===== config.mk =====
export PLATFORM = sky130hd
export DESIGN_NAME = mem_port_arbiter_flat
export DESIGN_NICKNAME = d
export VERILOG_FILES = /design/src/rtl/mem_port_arbiter_if.sv /design/src/rtl/mem_port_arbiter.sv /design/src/flat_wrapper.sv
export SDC_FILE = /design/constraint.sdc
export NUM_CORES = 1
export LEC_CHECK = 0
export ABC_AREA = 1
export BUFFER_PORTS_ARGS = -buffer_cell sky130_fd_sc_hd__buf_4
export CAP_MARGIN = 20
export CORE_MARGIN = 2
export CORE_UTILIZATION = 43
export CTS_BUF_LIST = sky130_fd_sc_hd__clkbuf_4 sky130_fd_sc_hd__clkbuf_8
export DETAILED_ROUTE_END_ITERATION = 8
export PLACE_DENSITY = 0.78
export SYNTH_ARGS = -nofsm -noshare
export SYNTH_HDL_FRONTEND = slang
export SYNTH_SLANG_ARGS = --single-unit

===== constraint.sdc =====
create_clock -name clk -period 4.9 [get_ports clk]
set_input_delay 0.735 -clock clk [delete_from_list [all_inputs] [get_ports clk]]
set_output_delay 0.735 -clock clk [all_outputs]
set_load 0.05 [all_outputs]

===== src/rtl/mem_port_arbiter_if.sv =====
// ----------------------------------------------------------------------------
// mem_port_arbiter_if
// Bundles the fetch port, the data load/store port and the unified memory
// port of the processor memory arbiter.
//   slave  : arbiter view. Requests, store data and mem_rdata come in.
//            Ready pulses, read data, memory strobes, busy and gnt_d go out.
//   master : view of the surrounding system (processor + memory). It is the
//            mirror image of slave.
// ----------------------------------------------------------------------------
interface mem_port_arbiter_if #(
    parameter int ADDR_W = 32,
    parameter int DATA_W = 32
);
    // instruction-fetch port (read-only)
    logic                  if_req;
    logic [ADDR_W-1:0]     if_addr;
    logic                  if_ready;
    logic [DATA_W-1:0]     if_rdata;
    // data load/store port
    logic                  d_req;
    logic                  d_we;
    logic [ADDR_W-1:0]     d_addr;
    logic [DATA_W-1:0]     d_wdata;
    logic [DATA_W/8-1:0]   d_wstrb;
    logic                  d_ready;
    logic [DATA_W-1:0]     d_rdata;
    // unified memory port
    logic                  mem_en;
    logic                  mem_we;
    logic [ADDR_W-1:0]     mem_addr;
    logic [DATA_W-1:0]     mem_wdata;
    logic [DATA_W/8-1:0]   mem_wstrb;
    logic [DATA_W-1:0]     mem_rdata;
    // status
    logic                  busy;
    logic                  gnt_d;

    modport slave (
        input  if_req, if_addr,
        output if_ready, if_rdata,
        input  d_req, d_we, d_addr, d_wdata, d_wstrb,
        output d_ready, d_rdata,
        output mem_en, mem_we, mem_addr, mem_wdata, mem_wstrb,
        input  mem_rdata,
        output busy, gnt_d
    );

    modport master (
        output if_req, if_addr,
        input  if_ready, if_rdata,
        output d_req, d_we, d_addr, d_wdata, d_wstrb,
        input  d_ready, d_rdata,
        input  mem_en, mem_we, mem_addr, mem_wdata, mem_wstrb,
        output mem_rdata,
        input  busy, gnt_d
    );
endinterface


===== src/rtl/mem_port_arbiter.sv =====
// ----------------------------------------------------------------------------
// mem_port_arbiter
// Shares one single-port, fixed-latency memory between the instruction-fetch
// port and the data load/store port. Accesses are serialised by a four-state
// FSM (IDLE -> ISSUE -> WAIT -> RESP). Each completed transaction returns
// exactly one ready pulse. Ties are broken round-robin.
// Ports:
//   clk   : system clock, rising edge
//   reset : asynchronous, active-high; aborts any transaction in flight
//   bus   : mem_port_arbiter_if.slave (fetch, data and memory ports,
//           busy, gnt_d)
// Every output is a register, so no input reaches an output combinationally.
// ----------------------------------------------------------------------------
module mem_port_arbiter #(
    parameter int ADDR_W  = 32,
    parameter int DATA_W  = 32,
    parameter int MEM_LAT = 2
) (
    input  logic                 clk,
    input  logic                 reset,
    mem_port_arbiter_if.slave    bus
);

    typedef enum logic [1:0] {
        ST_IDLE  = 2'd0,
        ST_ISSUE = 2'd1,
        ST_WAIT  = 2'd2,
        ST_RESP  = 2'd3
    } state_t;

    localparam logic [3:0] LP_CNT_INIT = 4'(MEM_LAT - 1);

    state_t                r_state;
    logic [3:0]            r_cnt;
    logic                  r_we;        // granted transaction is a store
    logic                  r_last_d;    // last served port: 1 = data
    logic                  r_gnt_d;
    logic                  r_busy;
    logic                  r_if_ready;
    logic                  r_d_ready;
    logic [DATA_W-1:0]     r_if_rdata;
    logic [DATA_W-1:0]     r_d_rdata;
    logic                  r_mem_en;
    logic                  r_mem_we;
    logic [ADDR_W-1:0]     r_mem_addr;
    logic [DATA_W-1:0]     r_mem_wdata;
    logic [DATA_W/8-1:0]   r_mem_wstrb;

    logic                  w_any_req;
    logic                  w_pick_d;

    // Data wins when it is the only requester, or when both request and
    // fetch was served last.
    assign w_any_req = bus.if_req | bus.d_req;
    assign w_pick_d  = bus.d_req & (~bus.if_req | ~r_last_d);

    // Arbitration FSM with all outputs registered
    always_ff @(posedge clk or posedge reset) begin
        if (reset) begin
            r_state     <= ST_IDLE;
            r_cnt       <= 4'd0;
            r_we        <= 1'b0;
            r_last_d    <= 1'b0;
            r_gnt_d     <= 1'b0;
            r_busy      <= 1'b0;
            r_if_ready  <= 1'b0;
            r_d_ready   <= 1'b0;
            r_if_rdata  <= '0;
            r_d_rdata   <= '0;
            r_mem_en    <= 1'b0;
            r_mem_we    <= 1'b0;
            r_mem_addr  <= '0;
            r_mem_wdata <= '0;
            r_mem_wstrb <= '0;
        end else begin
            // Pulses and memory strobes are zero unless a state drives them.
            r_if_ready  <= 1'b0;
            r_d_ready   <= 1'b0;
            r_mem_en    <= 1'b0;
            r_mem_we    <= 1'b0;
            r_mem_addr  <= '0;
            r_mem_wdata <= '0;
            r_mem_wstrb <= '0;
            case (r_state)
                ST_IDLE: begin
                    if (w_any_req) begin
                        // The memory-port registers hold the latched request
                        // and are visible during ISSUE.
                        r_gnt_d    <= w_pick_d;
                        r_we       <= w_pick_d & bus.d_we;
                        r_busy     <= 1'b1;
                        r_mem_en   <= 1'b1;
                        r_mem_we   <= w_pick_d & bus.d_we;
                        r_mem_addr <= w_pick_d ? bus.d_addr : bus.if_addr;
                        if (w_pick_d) begin
                            r_mem_wdata <= bus.d_wdata;
                            r_mem_wstrb <= bus.d_wstrb;
                        end else begin
                            r_mem_wdata <= '0;
                            r_mem_wstrb <= '0;
                        end
                        r_state    <= ST_ISSUE;
                    end else begin
                        r_state    <= ST_IDLE;
                    end
                end
                ST_ISSUE: begin
                    r_cnt   <= LP_CNT_INIT;
                    r_state <= ST_WAIT;
                end
                ST_WAIT: begin
                    if (r_cnt == 4'd0) begin
                        // mem_rdata is valid now; stores leave rdata untouched.
                        if (!r_we) begin
                            if (r_gnt_d) begin
                                r_d_rdata  <= bus.mem_rdata;
                            end else begin
                                r_if_rdata <= bus.mem_rdata;
                            end
                        end
                        r_d_ready  <= r_gnt_d;
                        r_if_ready <= ~r_gnt_d;
                        r_state    <= ST_RESP;
                    end else begin
                        r_cnt      <= r_cnt - 4'd1;
                    end
                end
                ST_RESP: begin
                    // Requests are not sampled here, so a requester that
                    // drops req after its ready pulse is not served twice.
                    r_last_d <= r_gnt_d;
                    r_busy   <= 1'b0;
                    r_state  <= ST_IDLE;
                end
                default: begin
                    r_busy   <= 1'b0;
                    r_state  <= ST_IDLE;
                end
            endcase
        end
    end

    assign bus.if_ready  = r_if_ready;
    assign bus.if_rdata  = r_if_rdata;
    assign bus.d_ready   = r_d_ready;
    assign bus.d_rdata   = r_d_rdata;
    assign bus.mem_en    = r_mem_en;
    assign bus.mem_we    = r_mem_we;
    assign bus.mem_addr  = r_mem_addr;
    assign bus.mem_wdata = r_mem_wdata;
    assign bus.mem_wstrb = r_mem_wstrb;
    assign bus.busy      = r_busy;
    assign bus.gnt_d     = r_gnt_d;

endmodule


===== src/flat_wrapper.sv =====
// flat-port wrapper written by rule: the top's interface ports become plain ports
module mem_port_arbiter_flat 
#(
    parameter int ADDR_W  = 32,
    parameter int DATA_W  = 32,
    parameter int MEM_LAT = 2
)
  (clk, reset, bus_if_req, bus_if_addr, bus_if_ready, bus_if_rdata, bus_d_req, bus_d_we, bus_d_addr, bus_d_wdata, bus_d_wstrb, bus_d_ready, bus_d_rdata, bus_mem_en, bus_mem_we, bus_mem_addr, bus_mem_wdata, bus_mem_wstrb, bus_mem_rdata, bus_busy, bus_gnt_d);
  mem_port_arbiter_if #(.ADDR_W(ADDR_W), .DATA_W(DATA_W)) bus_i ();
  input  logic clk;
  input  logic reset;
  input wire logic [$bits(bus_i.if_req)-1:0] bus_if_req;
  input wire logic [$bits(bus_i.if_addr)-1:0] bus_if_addr;
  output wire logic [$bits(bus_i.if_ready)-1:0] bus_if_ready;
  output wire logic [$bits(bus_i.if_rdata)-1:0] bus_if_rdata;
  input wire logic [$bits(bus_i.d_req)-1:0] bus_d_req;
  input wire logic [$bits(bus_i.d_we)-1:0] bus_d_we;
  input wire logic [$bits(bus_i.d_addr)-1:0] bus_d_addr;
  input wire logic [$bits(bus_i.d_wdata)-1:0] bus_d_wdata;
  input wire logic [$bits(bus_i.d_wstrb)-1:0] bus_d_wstrb;
  output wire logic [$bits(bus_i.d_ready)-1:0] bus_d_ready;
  output wire logic [$bits(bus_i.d_rdata)-1:0] bus_d_rdata;
  output wire logic [$bits(bus_i.mem_en)-1:0] bus_mem_en;
  output wire logic [$bits(bus_i.mem_we)-1:0] bus_mem_we;
  output wire logic [$bits(bus_i.mem_addr)-1:0] bus_mem_addr;
  output wire logic [$bits(bus_i.mem_wdata)-1:0] bus_mem_wdata;
  output wire logic [$bits(bus_i.mem_wstrb)-1:0] bus_mem_wstrb;
  input wire logic [$bits(bus_i.mem_rdata)-1:0] bus_mem_rdata;
  output wire logic [$bits(bus_i.busy)-1:0] bus_busy;
  output wire logic [$bits(bus_i.gnt_d)-1:0] bus_gnt_d;
  assign bus_i.if_req = bus_if_req;
  assign bus_i.if_addr = bus_if_addr;
  assign bus_if_ready = bus_i.if_ready;
  assign bus_if_rdata = bus_i.if_rdata;
  assign bus_i.d_req = bus_d_req;
  assign bus_i.d_we = bus_d_we;
  assign bus_i.d_addr = bus_d_addr;
  assign bus_i.d_wdata = bus_d_wdata;
  assign bus_i.d_wstrb = bus_d_wstrb;
  assign bus_d_ready = bus_i.d_ready;
  assign bus_d_rdata = bus_i.d_rdata;
  assign bus_mem_en = bus_i.mem_en;
  assign bus_mem_we = bus_i.mem_we;
  assign bus_mem_addr = bus_i.mem_addr;
  assign bus_mem_wdata = bus_i.mem_wdata;
  assign bus_mem_wstrb = bus_i.mem_wstrb;
  assign bus_i.mem_rdata = bus_mem_rdata;
  assign bus_busy = bus_i.busy;
  assign bus_gnt_d = bus_i.gnt_d;
  mem_port_arbiter #(.ADDR_W(ADDR_W), .DATA_W(DATA_W), .MEM_LAT(MEM_LAT)) u_core (.clk(clk), .reset(reset), .bus(bus_i));
endmodule

==> out/metrics.cfg <==
[clock_tree]
tritoncts=yes
clock_path_buffers=2
post_cts_buffers=0
cts_made_buffers=17
clk_latency_ns=0.44
cts_hold_buf=0
htreeDepth=4
clkTransAtPathRegs_ns=0.08
root_buffer=clkbuf_8
cts.sinks=146
cts_resized=0

[sta]
period_share=0.647
fin_skew_ns=0.00995
finalSetupViolCount=0
fmax_mhz=315
slew_headroom=0.321
hold_violations=0
fin_crit_ns=3.17
rsz0062_at_grt=no
maxSlewViolCount=0
fin_setup_tns_ns=0
setup_slack_ns=1.73
tightest_slew_ns=1.02

[global_route]
grt_start_max_net_pins=114
grt_pass1_wl_um=25000
grt_use_total=0.224
overflow=0
grt_pass1_vias=4902
antenna_found_initial=0

[floorplan]
initial_core_util=0.439
num_rows=42
core_area_mm2=0.0132
ioPinCount=275
die_h_um=120
dieArea_mm2=0.0145
die_w_um=120

[cells_and_area]
insertedDiodeCount=0
stdcell_area_mm2=0.00846
drive_gt1_frac=0.359
layout.nets=1028
syn2layout_area_growth_pct=45.5

[worst_setup_path]
start_kind=flip-flop
worstPathRequired_ns=5.23
path_cells=inv_1 -> ha_1 -> buf_4 -> inv_2 -> nor2_4 -> nand4_2 -> nand2_1 -> nand2_1
crit_family=simple AND/OR/NAND/NOR gates
crit_path_max_incr_delay_ns=0.90
cp_slowest_cell=nand4_2
cpMostUsedCell=nand2_1
rrSetupSlack_ns=1.73
path_class=flip-flop to flip-flop
crit_arrival_ns=3.50
cp_num_buf_inv=3
crit_fanout=37
endpoint_kind=flip-flop

[synth]
avgSynthCellArea_um2=9.31
synthMuxAreaShare=0
synth-adder-area-share=0.0151
synthArstFlopShare=1.00
synth_top_family_by_area=simple AND/OR/NAND/NOR gates
synth_edf_count=0
ys.flop_type=dfrtp_1
yosys.area.top_type=dfrtp_1
ys_seq_area_frac=0.629
synth-warning-count=0
synthSimpleGateAreaFrac=0.253
synthTopCellsByArea=dfrtp_1, nand2_1, nor2_1, nand4_1, inv_1
synth_top_area_share=0.629
syn-cell-area_mm2=0.00581
yosysUniqueCellTypes=17
synth_seq_cells=146
synthMostInstantiatedCell=nand2_1
synth_compound_area_frac=0.0345
synth_nets=768
synth-xor-area-share=0
netlist_top_cells_count=nand2_1, dfrtp_1, nor2_1
synthCells=624

[pwr]
cellLeakagePower_nw=4.72
ir_worst_vdd_v=0.000304
power_density_mw_per_mm2=744

[routing]
viasPerCell=4.84
drtAntennaViolNets=0
drc_errors=0
vias=5188
wl_per_cell_um=14.8
dr.pass1.iters=5
first_iter_violations=440
wl_um=15900

[worst_hold_path]
hp-class=input port to async pin

[run]
drv_cap=0

[placement]
dp_hpwl_um=11200
place_area_mm2=0.00794
dp_slack_ns=1.65
place.gp.congestion=0.820
io_buffers=274

[outcome]
status=finished clean

## report_power, final
group / switching [mW] / internal [mW] / total, mW
registers: 0.221 / 1.64 / 1.86
clock network: 0.430 / 0.671 / 1.10
logic: 2.45 / 0.880 / 3.33
## through the flow
step / total power, mW / hold WS (ns) / std cells / utilization
after floorplan: 4.20 / 0.449 / 624 / -
after global placement: 5.16 / 0.456 / 1039 / 0.599
after detailed placement: 5.22 / 0.460 / 1039 / 0.599
after CTS: 6.34 / 0.468 / 1070 / 0.635
after global routing: 6.65 / 0.151 / 1072 / 0.639
final: 6.30 / 0.179 / 1072 / 0.639
## kinds of logic after synthesis
logic type / after synthesis
AOI/OAI and AO/OA: 40
adders and majority gates: 7
DFF: 146
buffers and inverters: 92
and+or+nand+nor: 339
## final timing paths
check,start,to,cells after the start
min in group clk,u_core.bus.d_rdata[29],u_core.bus.d_rdata[29],2
hold / removal,reset,u_core.bus.mem_wdata[5],2
hold reg to reg,u_core.bus.d_rdata[29],u_core.bus.d_rdata[29],2
max in group asynchronous,reset,u_core.bus.mem_addr[25],4
setup / recovery,u_core.r_state[0],u_core.bus.d_rdata[8],8
setup reg to reg,u_core.r_state[0],u_core.bus.d_rdata[8],8
## sequential cells by signal, indices dropped and copies added (netlist names)
| register | flops |
|---|---|
| u_core.bus.if_ready | 1 |
| u_core.r_cnt | 4 |
| u_core.bus.if_rdata | 32 |
| u_core.r_we | 1 |
| u_core.bus.mem_addr | 32 |
| u_core.r_last_d | 1 |
| u_core.bus.d_ready | 1 |
| u_core.bus.gnt_d | 1 |
| u_core.bus.mem_en | 1 |
| u_core.r_state | 2 |
| u_core.bus.busy | 1 |
| u_core.bus.d_rdata | 32 |
| u_core.bus.mem_wstrb | 4 |
| u_core.bus.mem_wdata | 32 |
| u_core.bus.mem_we | 1 |
## cell usage in the layout, fill, tap and decap left out, drive strengths merged
| cell type | count |
|---|---|
| a21oi | 3 |
| buf | 281 |
| bufinv | 5 |
| clkbuf | 23 |
| clkinv | 1 |
| clkinvlp | 2 |
| dfrtp | 146 |
| ha | 7 |
| inv | 52 |
| nand2 | 157 |
| nand3 | 4 |
| nand4 | 66 |
| nor2 | 112 |
| o21ai | 37 |
## routing by layer
layer  routed length [um]  up-vias  GRT usage
li1                     -     2508          -
met1                 6220     2405      0.286
met2                 7720      241      0.359
met3                 1470       34     0.0651
met4                  450        0     0.0974
met5                    0        -          0
## layout make-up
class                   instances  area [um2]
fillers                      1138        4790
clock inverters                 8         174
well taps                     176         220
flip-flops and latches        146        3650
clock buffers                  23         304
inverters                      52         200
repair buffers                281        2140
multi-input cells             386        1770
Power figures use the tool's default switching activity.
